File: src/rtl/posit_decoder_pipe_if.sv
// posit_decoder_pipe_if: handshake and decoded-field bundle for the posit decoder
// master: word source and result sink (drives in_data/in_vld/out_rdy)
// slave: decoder (drives in_rdy, out_vld and decoded fields)
// out_exp is kept one bit wide and tied to 0 when ES=0
interface posit_decoder_pipe_if #(
  parameter int N = 8,
  parameter int ES = 2
);
  localparam int RW = $clog2(N) + 1;
  localparam int MW = N - 3 - ES;
  localparam int SW = RW + ES;
  localparam int EW = (ES > 0) ? ES : 1;
  logic [N-1:0] in_data;
  logic in_vld;
  logic in_rdy;
  logic out_vld;
  logic out_rdy;
  logic out_sign;
  logic signed [RW-1:0] out_regime;
  logic [EW-1:0] out_exp;
  logic [MW:0] out_mant;
  logic signed [SW-1:0] out_scale;
  logic [1:0] out_type;
  modport master (
    output in_data, in_vld, out_rdy,
    input in_rdy, out_vld, out_sign, out_regime, out_exp, out_mant, out_scale, out_type
  );
  modport slave (
    input in_data, in_vld, out_rdy,
    output in_rdy, out_vld, out_sign, out_regime, out_exp, out_mant, out_scale, out_type
  );
endinterface

File: src/rtl/posit_decoder_pipe.sv
// posit_decoder_pipe: 3-stage pipelined posit field decoder with valid/ready flow control
// clk_i/rst_i: clock and synchronous active-high reset
// bus: in_data/in_vld/in_rdy input handshake; out_vld/out_rdy plus decoded sign, regime, exp, mant, scale, type
module posit_decoder_pipe #(
  parameter int N = 8,
  parameter int ES = 2
) (
  input logic clk_i,
  input logic rst_i,
  posit_decoder_pipe_if.slave bus
);
  localparam int RW = $clog2(N) + 1;
  localparam int MW = N - 3 - ES;
  localparam int SW = RW + ES;
  localparam int EW = (ES > 0) ? ES : 1;
  logic v1, v2, v3, en1, en2, en3;
  logic s1, s2;
  logic [N-2:0] m1;
  logic [1:0] t2;
  logic signed [RW-1:0] k2, k;
  logic [RW-1:0] r2, r;
  logic [N-4:0] f2, ef;
  logic [EW-1:0] e;
  logic signed [SW-1:0] sc;
  logic run, norm;
  assign en3 = !v3 || bus.out_rdy;
  assign en2 = !v2 || en3;
  assign en1 = !v1 || en2;
  assign bus.in_rdy = en1;
  assign bus.out_vld = v3;
  always_comb begin
    r = RW'(1);
    run = 1'b1;
    for (int i = N - 3; i >= 0; i--) begin
      run = run && (m1[i] == m1[N-2]);
      r = r + RW'(run);
    end
    k = m1[N-2] ? $signed(r - RW'(1)) : -$signed(r);
  end
  // S2 keeps only the bits below the first run bit and its neighbour; since the
  // run is at least one bit long, shifting by r-1 drops the rest of the run and
  // the terminator, with zeros filling in past the end of the word.
  assign ef = f2 << (r2 - RW'(1));
  generate
    if (ES > 0) begin : g_e
      assign e = ef[N-4 -: ES];
    end else begin : g_ne
      assign e = '0;
    end
  endgenerate
  assign sc = $signed((SW'(k2) <<< ES) + SW'(e));
  assign norm = t2 == 2'b01;
  always_ff @(posedge clk_i) begin
    if (rst_i) begin
      {v1, v2, v3, s1, s2, m1, t2, k2, r2, f2} <= '0;
      bus.out_sign <= 1'b0;
      bus.out_regime <= '0;
      bus.out_exp <= '0;
      bus.out_mant <= '0;
      bus.out_scale <= '0;
      bus.out_type <= 2'b00;
    end else begin
      if (en1) v1 <= bus.in_vld;
      if (en1 && bus.in_vld) begin
        s1 <= bus.in_data[N-1];
        m1 <= bus.in_data[N-1] ? -bus.in_data[N-2:0] : bus.in_data[N-2:0];
      end
      if (en2) v2 <= v1;
      if (en2 && v1) begin
        s2 <= s1;
        t2 <= ~|m1 ? {s1, 1'b0} : 2'b01;
        k2 <= k;
        r2 <= r;
        f2 <= m1[N-4:0];
      end
      if (en3) v3 <= v2;
      if (en3 && v2) begin
        bus.out_sign <= s2;
        bus.out_regime <= norm ? k2 : '0;
        bus.out_exp <= norm ? e : '0;
        bus.out_mant <= norm ? {1'b1, ef[MW-1:0]} : '0;
        bus.out_scale <= norm ? sc : '0;
        bus.out_type <= t2;
      end
    end
  end
endmodule

File: src/flat_wrapper.sv
// flat-port wrapper written by rule: the top's interface ports become plain ports
module posit_decoder_pipe_flat 
#(
  parameter int N = 8,
  parameter int ES = 2
)
  (clk_i, rst_i, bus_in_data, bus_in_vld, bus_out_rdy, bus_in_rdy, bus_out_vld, bus_out_sign, bus_out_regime, bus_out_exp, bus_out_mant, bus_out_scale, bus_out_type);
  posit_decoder_pipe_if #(.N(N), .ES(ES)) bus_i ();
  input logic clk_i;
  input logic rst_i;
  input wire logic [$bits(bus_i.in_data)-1:0] bus_in_data;
  input wire logic [$bits(bus_i.in_vld)-1:0] bus_in_vld;
  input wire logic [$bits(bus_i.out_rdy)-1:0] bus_out_rdy;
  output wire logic [$bits(bus_i.in_rdy)-1:0] bus_in_rdy;
  output wire logic [$bits(bus_i.out_vld)-1:0] bus_out_vld;
  output wire logic [$bits(bus_i.out_sign)-1:0] bus_out_sign;
  output wire logic [$bits(bus_i.out_regime)-1:0] bus_out_regime;
  output wire logic [$bits(bus_i.out_exp)-1:0] bus_out_exp;
  output wire logic [$bits(bus_i.out_mant)-1:0] bus_out_mant;
  output wire logic [$bits(bus_i.out_scale)-1:0] bus_out_scale;
  output wire logic [$bits(bus_i.out_type)-1:0] bus_out_type;
  assign bus_i.in_data = bus_in_data;
  assign bus_i.in_vld = bus_in_vld;
  assign bus_i.out_rdy = bus_out_rdy;
  assign bus_in_rdy = bus_i.in_rdy;
  assign bus_out_vld = bus_i.out_vld;
  assign bus_out_sign = bus_i.out_sign;
  assign bus_out_regime = bus_i.out_regime;
  assign bus_out_exp = bus_i.out_exp;
  assign bus_out_mant = bus_i.out_mant;
  assign bus_out_scale = bus_i.out_scale;
  assign bus_out_type = bus_i.out_type;
  posit_decoder_pipe #(.N(N), .ES(ES)) u_core (.clk_i(clk_i), .rst_i(rst_i), .bus(bus_i));
endmodule
File: config.mk
export PLATFORM = sky130hd
export DESIGN_NAME = posit_decoder_pipe_flat
export DESIGN_NICKNAME = d
export VERILOG_FILES = /design/src/rtl/posit_decoder_pipe_if.sv /design/src/rtl/posit_decoder_pipe.sv /design/src/flat_wrapper.sv
export SDC_FILE = /design/constraint.sdc
export NUM_CORES = 1
export LEC_CHECK = 0
export ABC_AREA = 1
export BUFFER_PORTS_ARGS = -buffer_cell sky130_fd_sc_hd__buf_4
export CORE_MARGIN = 3
export CORE_UTILIZATION = 50
export DETAILED_ROUTE_END_ITERATION = 6
export PLACE_DENSITY = 0.72
export SLEW_MARGIN = 40
export SYNTH_ARGS = -nofsm -noshare
export SYNTH_HDL_FRONTEND = slang
export SYNTH_SLANG_ARGS = --single-unit
File: constraint.sdc
create_clock -name clk_i -period 4.8 [get_ports clk_i]
set_input_delay 0.24 -clock clk_i [delete_from_list [all_inputs] [get_ports clk_i]]
set_output_delay 0.24 -clock clk_i [all_outputs]
set_load 0.02 [all_outputs]
# After elaboration in Yosys (flattened, before gate mapping)

Index checks and enable logic that the tools add are counted.

Memories kept: 0
Output and inout bits: 21
Bits in latches: 0
Logic and storage cells: 57
Memory bits (read-only): 0
Register bits after elaboration: 46
Memory bits (writable): 0

Divide/modulo/power cells: 0
Reductions and logical operators: 15
Bitwise gates (word level): 0
Multiplexer cells: 7
$lt $le $gt $ge: 0
Shift-type cells: 1
$mul: 0
Equality and inequality tests: 7
Add/subtract/negate cells: 11

Operators by type and width:

| kind                                                 | number |
|---|---|
| adder 4 x 1 -> 4 bit                                 | 5 |
| 2-to-1 mux 4 bit                                     | 3 |
| logical AND 1 bit                                    | 8 |
| subtractor 4 x 1 -> 4 bit (second input constant)    | 2 |
| 2-to-1 mux 7 bit                                     | 1 |
| negator 7 bit                                        | 1 |
| OR reduction 7 bit                                   | 1 |
| adder 6 x 2 -> 6 bit                                 | 1 |
| equality test 1 bit                                  | 6 |
| 2-to-1 mux 6 bit                                     | 1 |
| left shift 5 x 4 -> 5 bit                            | 1 |
| 2-to-1 mux 2 bit                                     | 2 |
| negator 4 bit                                        | 1 |
| logical NOT 1 bit                                    | 3 |
| logical OR 1 bit                                     | 3 |
| adder 1 x 1 -> 2 bit (first input constant)          | 1 |
| equality test 2 x 1 -> 1 bit (second input constant) | 1 |

# Logic depth before layout (Yosys ltp)

Depth after elaboration: 9
Mapped depth: 19
Gate-level depth less buffers: 18

# Worst setup path before layout

No wires, ideal clock.

Path kind: flip-flop to flip-flop
Start point: register u_core.m1[6]
End point: register u_core.k2[1]
Arrival: 3.266 ns
Stages on the path, launching flop included: 17
Slack: 1.449 ns
Clock period less this slack: 3.351 ns
Setup time: 0.086 ns
Required time: 4.714 ns
Cells stage by stage: dfxtp_1 -> buf_4 -> nor2_1 -> nand2_1 -> o21ai_0 -> nand2_1 -> inv_1 -> o21ai_0 -> fa_1 -> fa_1 -> inv_1 -> ha_1 -> fa_1 -> inv_1 -> ha_1 -> xnor2_1 -> a211oi_1

Word-level cells in the longest chain between the ends: 9
Elaborated cells on any way between the ends: 20

RTL lines:

| element                                                                       | line                                               | source |
|---|---|---|
| start, declared                                                               | posit_decoder_pipe.sv:18                           | `logic [N-2:0] m1;` |
| start signal, assigned                                                        | posit_decoder_pipe.sv:66                           | `m1 <= bus.in_data[N-1] ? -bus.in_data[N-2:0] : bus.in_data[N-2:0];` |
| equality test 1 bit                                                           | posit_decoder_pipe.sv:35                           | `run = run && (m1[i] == m1[N-2]);` |
| adder 1 x 1 -> 2 bit / logical AND 1 bit (equally long branches)              | posit_decoder_pipe.sv:36, posit_decoder_pipe.sv:35 |  |
| adder 4 x 1 -> 4 bit / logical AND 1 bit (equally long branches) (4 in a row) | posit_decoder_pipe.sv:36, posit_decoder_pipe.sv:35 |  |
| adder 4 x 1 -> 4 bit *                                                        | posit_decoder_pipe.sv:36                           | `r = r + RW'(run);` |
| via u_core.r[1]                                                               | posit_decoder_pipe.sv:21                           | `logic [RW-1:0] r2, r;` |
| negator 4 bit / subtractor 4 x 1 -> 4 bit (equally long branches)             | posit_decoder_pipe.sv:38                           | `k = m1[N-2] ? $signed(r - RW'(1)) : -$signed(r);` |
| 2-to-1 mux 4 bit *                                                            | posit_decoder_pipe.sv:38                           |  |
| end signal, assigned                                                          | posit_decoder_pipe.sv:72                           | `k2 <= k;` |
| end, declared                                                                 | posit_decoder_pipe.sv:20                           | `logic signed [RW-1:0] k2, k;` |

The timed path passes the listed nets; every way through them passes the cells marked *.
A chain may end at the register's enable or synchronous reset.

# Worst setup path after layout

Ends and elaborated chain as after synthesis.

==> impl_metrics.py <==
metrics = {
    "status": {
        "status": "completed",
    },
    "timing": {
        "min_period_ns": 3.78,
        "setup_viol": 0,
        "fin_skew_ns": 0.00313,
        "worst_pin_slew_ns": 0.484,
        "slew_headroom": 0.677,
        "fmax_mhz": 265,
        "fin_crit_sh": 0.787,
        "drv_slew": 0,
        "tns_ns": 0,
        "hold_viol_final": 0,
        "rsz0062_at_grt": "false",
    },
    "critical_path": {
        "reg2reg_to": "u_core.k2[1]",
        "cp_max_fo": 12,
        "crit_chain": "nand2_1 > o21ai_0 > nand2_1 > inv_1 > o21ai_0 > fa_1 > fa_1 > inv_1 > ha_1 > fa_1 > inv_1 > ha_1 > xnor2_1 > a211oi_1",
        "max_stage_delay_ns": 0.57,
        "rr_worst_depth": 14,
        "crit_buf_inv": 3,
        "required_ns": 5.01,
        "regToRegSetupSlack_ns": 1.02,
        "worstSetupPathType": "flop to flop",
        "critPathLaunchType": "flop",
        "crit_family": "adder cells",
        "cp_slowest_cell": "dfxtp_1",
        "reg2reg_from": "u_core.m1[6]",
        "end_kind": "flop",
        "arrival_ns": 3.98,
    },
    "clocking": {
        "cts_hold_buf": 0,
        "clkLatencyLatePin_ns": 0.29,
        "cts_root_buf": "clkbuf_8",
        "clk_path_buf_depth": 2,
        "cts-htree-levels": 2,
        "clkTransAtPathRegs_ns": 0.07,
        "cts_tree": "done",
        "clock_sinks": 40,
        "cts_resized": 0,
        "cts_inserted_buffers": 5,
        "postCtsSetupRepairBufs": 0,
    },
    "logic_synthesis": {
        "synth_top_flop_cell": "dfxtp_1",
        "synthDistinctLibCells": 23,
        "ys_seq_area_frac": 0.384,
        "synth-edff-count": 0,
        "synthCells": 288,
        "avgSynthCellArea_sq_um": 7.24,
        "synth_area_sq_um": 2090,
        "ys_seq_elements": 40,
        "yosys_warnings": 0,
        "syn_nets": 310,
        "async_flop_share": 0,
    },
    "grt": {
        "grt_use_met3": 0.0341,
        "grt_use_met1": 0.229,
        "antenna_found_initial": 0,
        "grt_pass1_wl_um": 7310,
        "gr-total-overflow": 0,
        "grt_max_degree": 25,
        "top_usage_layer": "met2",
        "grt_pass1_vias": 1689,
        "gr-usage-met2": 0.295,
        "grt_use_total": 0.179,
    },
    "route": {
        "routed_wl_um": 4120,
        "drc": 0,
        "vias": 1841,
        "ant_nets": 0,
        "dr.pass1.iters": 4,
        "viasPerCell": 5.09,
        "drtIter0Drc": 72,
        "post_drt_wl_per_cell_um": 11.4,
    },
    "final_layout": {
        "finalNetCount": 335,
        "most-common-layout-cells": "63 x nand2_1, 40 x dfxtp_1, 35 x a21oi_1, 34 x inv_1, 32 x buf_4",
        "drive_above_1_share": 0.156,
        "fillers": 371,
        "area_growth_syn_to_layout_pct": 14.9,
        "final_common_cell": "nand2_1",
        "final_area_sq_um": 2400,
        "fin_util": 0.627,
        "antennaDiodeCount": 0,
    },
    "placement": {
        "gp_congestion": 0.834,
        "dp_hpwl_um": 3140,
        "dpl_cell_area_sq_um": 2290,
        "io_buffers": 32,
    },
    "hold_path": {
        "min_from": "bus_in_data[3]",
        "hold_end": "u_core.m1[3]",
        "hold_path_depth": 3,
        "hold_class": "input pin to flop",
    },
    "floorplanning": {
        "die_h_um": 70.6,
        "start_util": 0.545,
        "io_pins": 33,
        "fp.dieW_um": 70.6,
        "dieArea_sq_um": 4980,
        "core_sq_um": 3830,
        "rows": 22,
    },
    "flow_run": {
        "cap_violations": 0,
    },
    "power_and_ir_drop": {
        "irDropWorstVdd_mv": 0.301,
        "leakagePower_nw": 1.13,
        "cellPowerDensity_nw_per_um2": 357,
    },
}
[worst max path at each step]
stage,from,end,slack [ns],cells past startpoint
4_1_cts,u_core.m1[6],u_core.k2[1],0.99,14
5_1_grt,u_core.m1[6],u_core.k2[2],0.68,15
2_1_floorplan,u_core.m1[6],u_core.k2[1],1.45,16
3_3_place_gp,u_core.m1[6],u_core.k2[1],1.12,14
3_5_place_dp,u_core.m1[6],u_core.k2[1],1.01,14
6_report,u_core.m1[6],u_core.k2[1],1.02,14
[worst register-to-register path, stage by stage, from the launching register on]
cell	delay, ns
dfxtp_1	0.57
nand2_1	0.12
o21ai_0	0.28
nand2_1	0.08
inv_1	0.09
o21ai_0	0.11
fa_1	0.46
fa_1	0.51
inv_1	0.04
ha_1	0.19
fa_1	0.53
inv_1	0.07
ha_1	0.28
xnor2_1	0.12
a211oi_1	0.23
[synthesized netlist by cell type (3+ instances only)]
| cell | count | area share |
|---|---|---|
| nand4_1 | 6 | 0.018 |
| nor2_1 | 19 | 0.034 |
| fa_1 | 3 | 0.029 |
| xnor2_1 | 4 | 0.017 |
| dfxtp_1 | 40 | 0.38 |
| ha_1 | 7 | 0.042 |
| o21ai_0 | 29 | 0.070 |
| inv_1 | 34 | 0.061 |
| nand3_1 | 18 | 0.043 |
| buf_4 | 7 | 0.025 |
| clkbuf_1 | 3 | 0.0054 |
| nand2_1 | 63 | 0.11 |
| inv_2 | 3 | 0.0054 |
| xor2_1 | 4 | 0.017 |
| a21oi_1 | 35 | 0.084 |
[power breakdown]
| group | internal (mW) | switching [mW] |
|---|---|---|
| logic | 0.0931 | 0.132 |
| registers | 0.351 | 0.0147 |
| clock network | 0.154 | 0.111 |
[state kept, by name, indices dropped and copies added, names as in the netlist, 2 cells and up]
signal	flops
u_core.bus.out_mant	4
u_core.bus.out_scale	6
u_core.bus.out_type	2
u_core.f2	5
u_core.k2	4
u_core.m1	7
u_core.r2	4
u_core.t2	2
[metal layers]
layer	part of all wire	wire (um)
met5	0	0
met4	0.022	89
met3	0.041	170
met2	0.47	1950
met1	0.47	1920
[logic make-up (layout without fill, tap and decap cells)]
logic type	count (synthesis)	count (layout)	share of synthesized area
AO/OA/AOI/OAI	66	66	0.161
XOR/XNOR	8	8	0.0336
adder cells (fa/ha/maj)	10	10	0.0708
buffers and inverters	51	77	0.113
flip-flops	40	40	0.384
AND/OR/NAND/NOR	113	113	0.238
[metrics by stage]
step / std cells / hold WS [ns] / total power, mW / setup slack [ns]
finish: 362 / 0.247 / 0.856 / 1.02
global route: 362 / 0.265 / 0.917 / 0.684
CTS: 362 / 0.241 / 0.864 / 0.993
detailed placement: 354 / 0.455 / 0.600 / 1.01
global placement: 354 / 0.452 / 0.593 / 1.12
floorplan: 288 / 0.385 / 0.555 / 1.45
[layout make-up]
cell class                      count  area, sq um  share of cell area
Multi-Input combinational cell    197         1050               0.438
Sequential cell                    40          801               0.334
Timing Repair Buffer               32          240               0.100
Inverter                           37          139              0.0579
Clock buffer                        6         72.6              0.0303
Tap cell                           48         60.1              0.0251
Clock inverter                      2         35.0              0.0146
(Power assumes the default switching activity.)
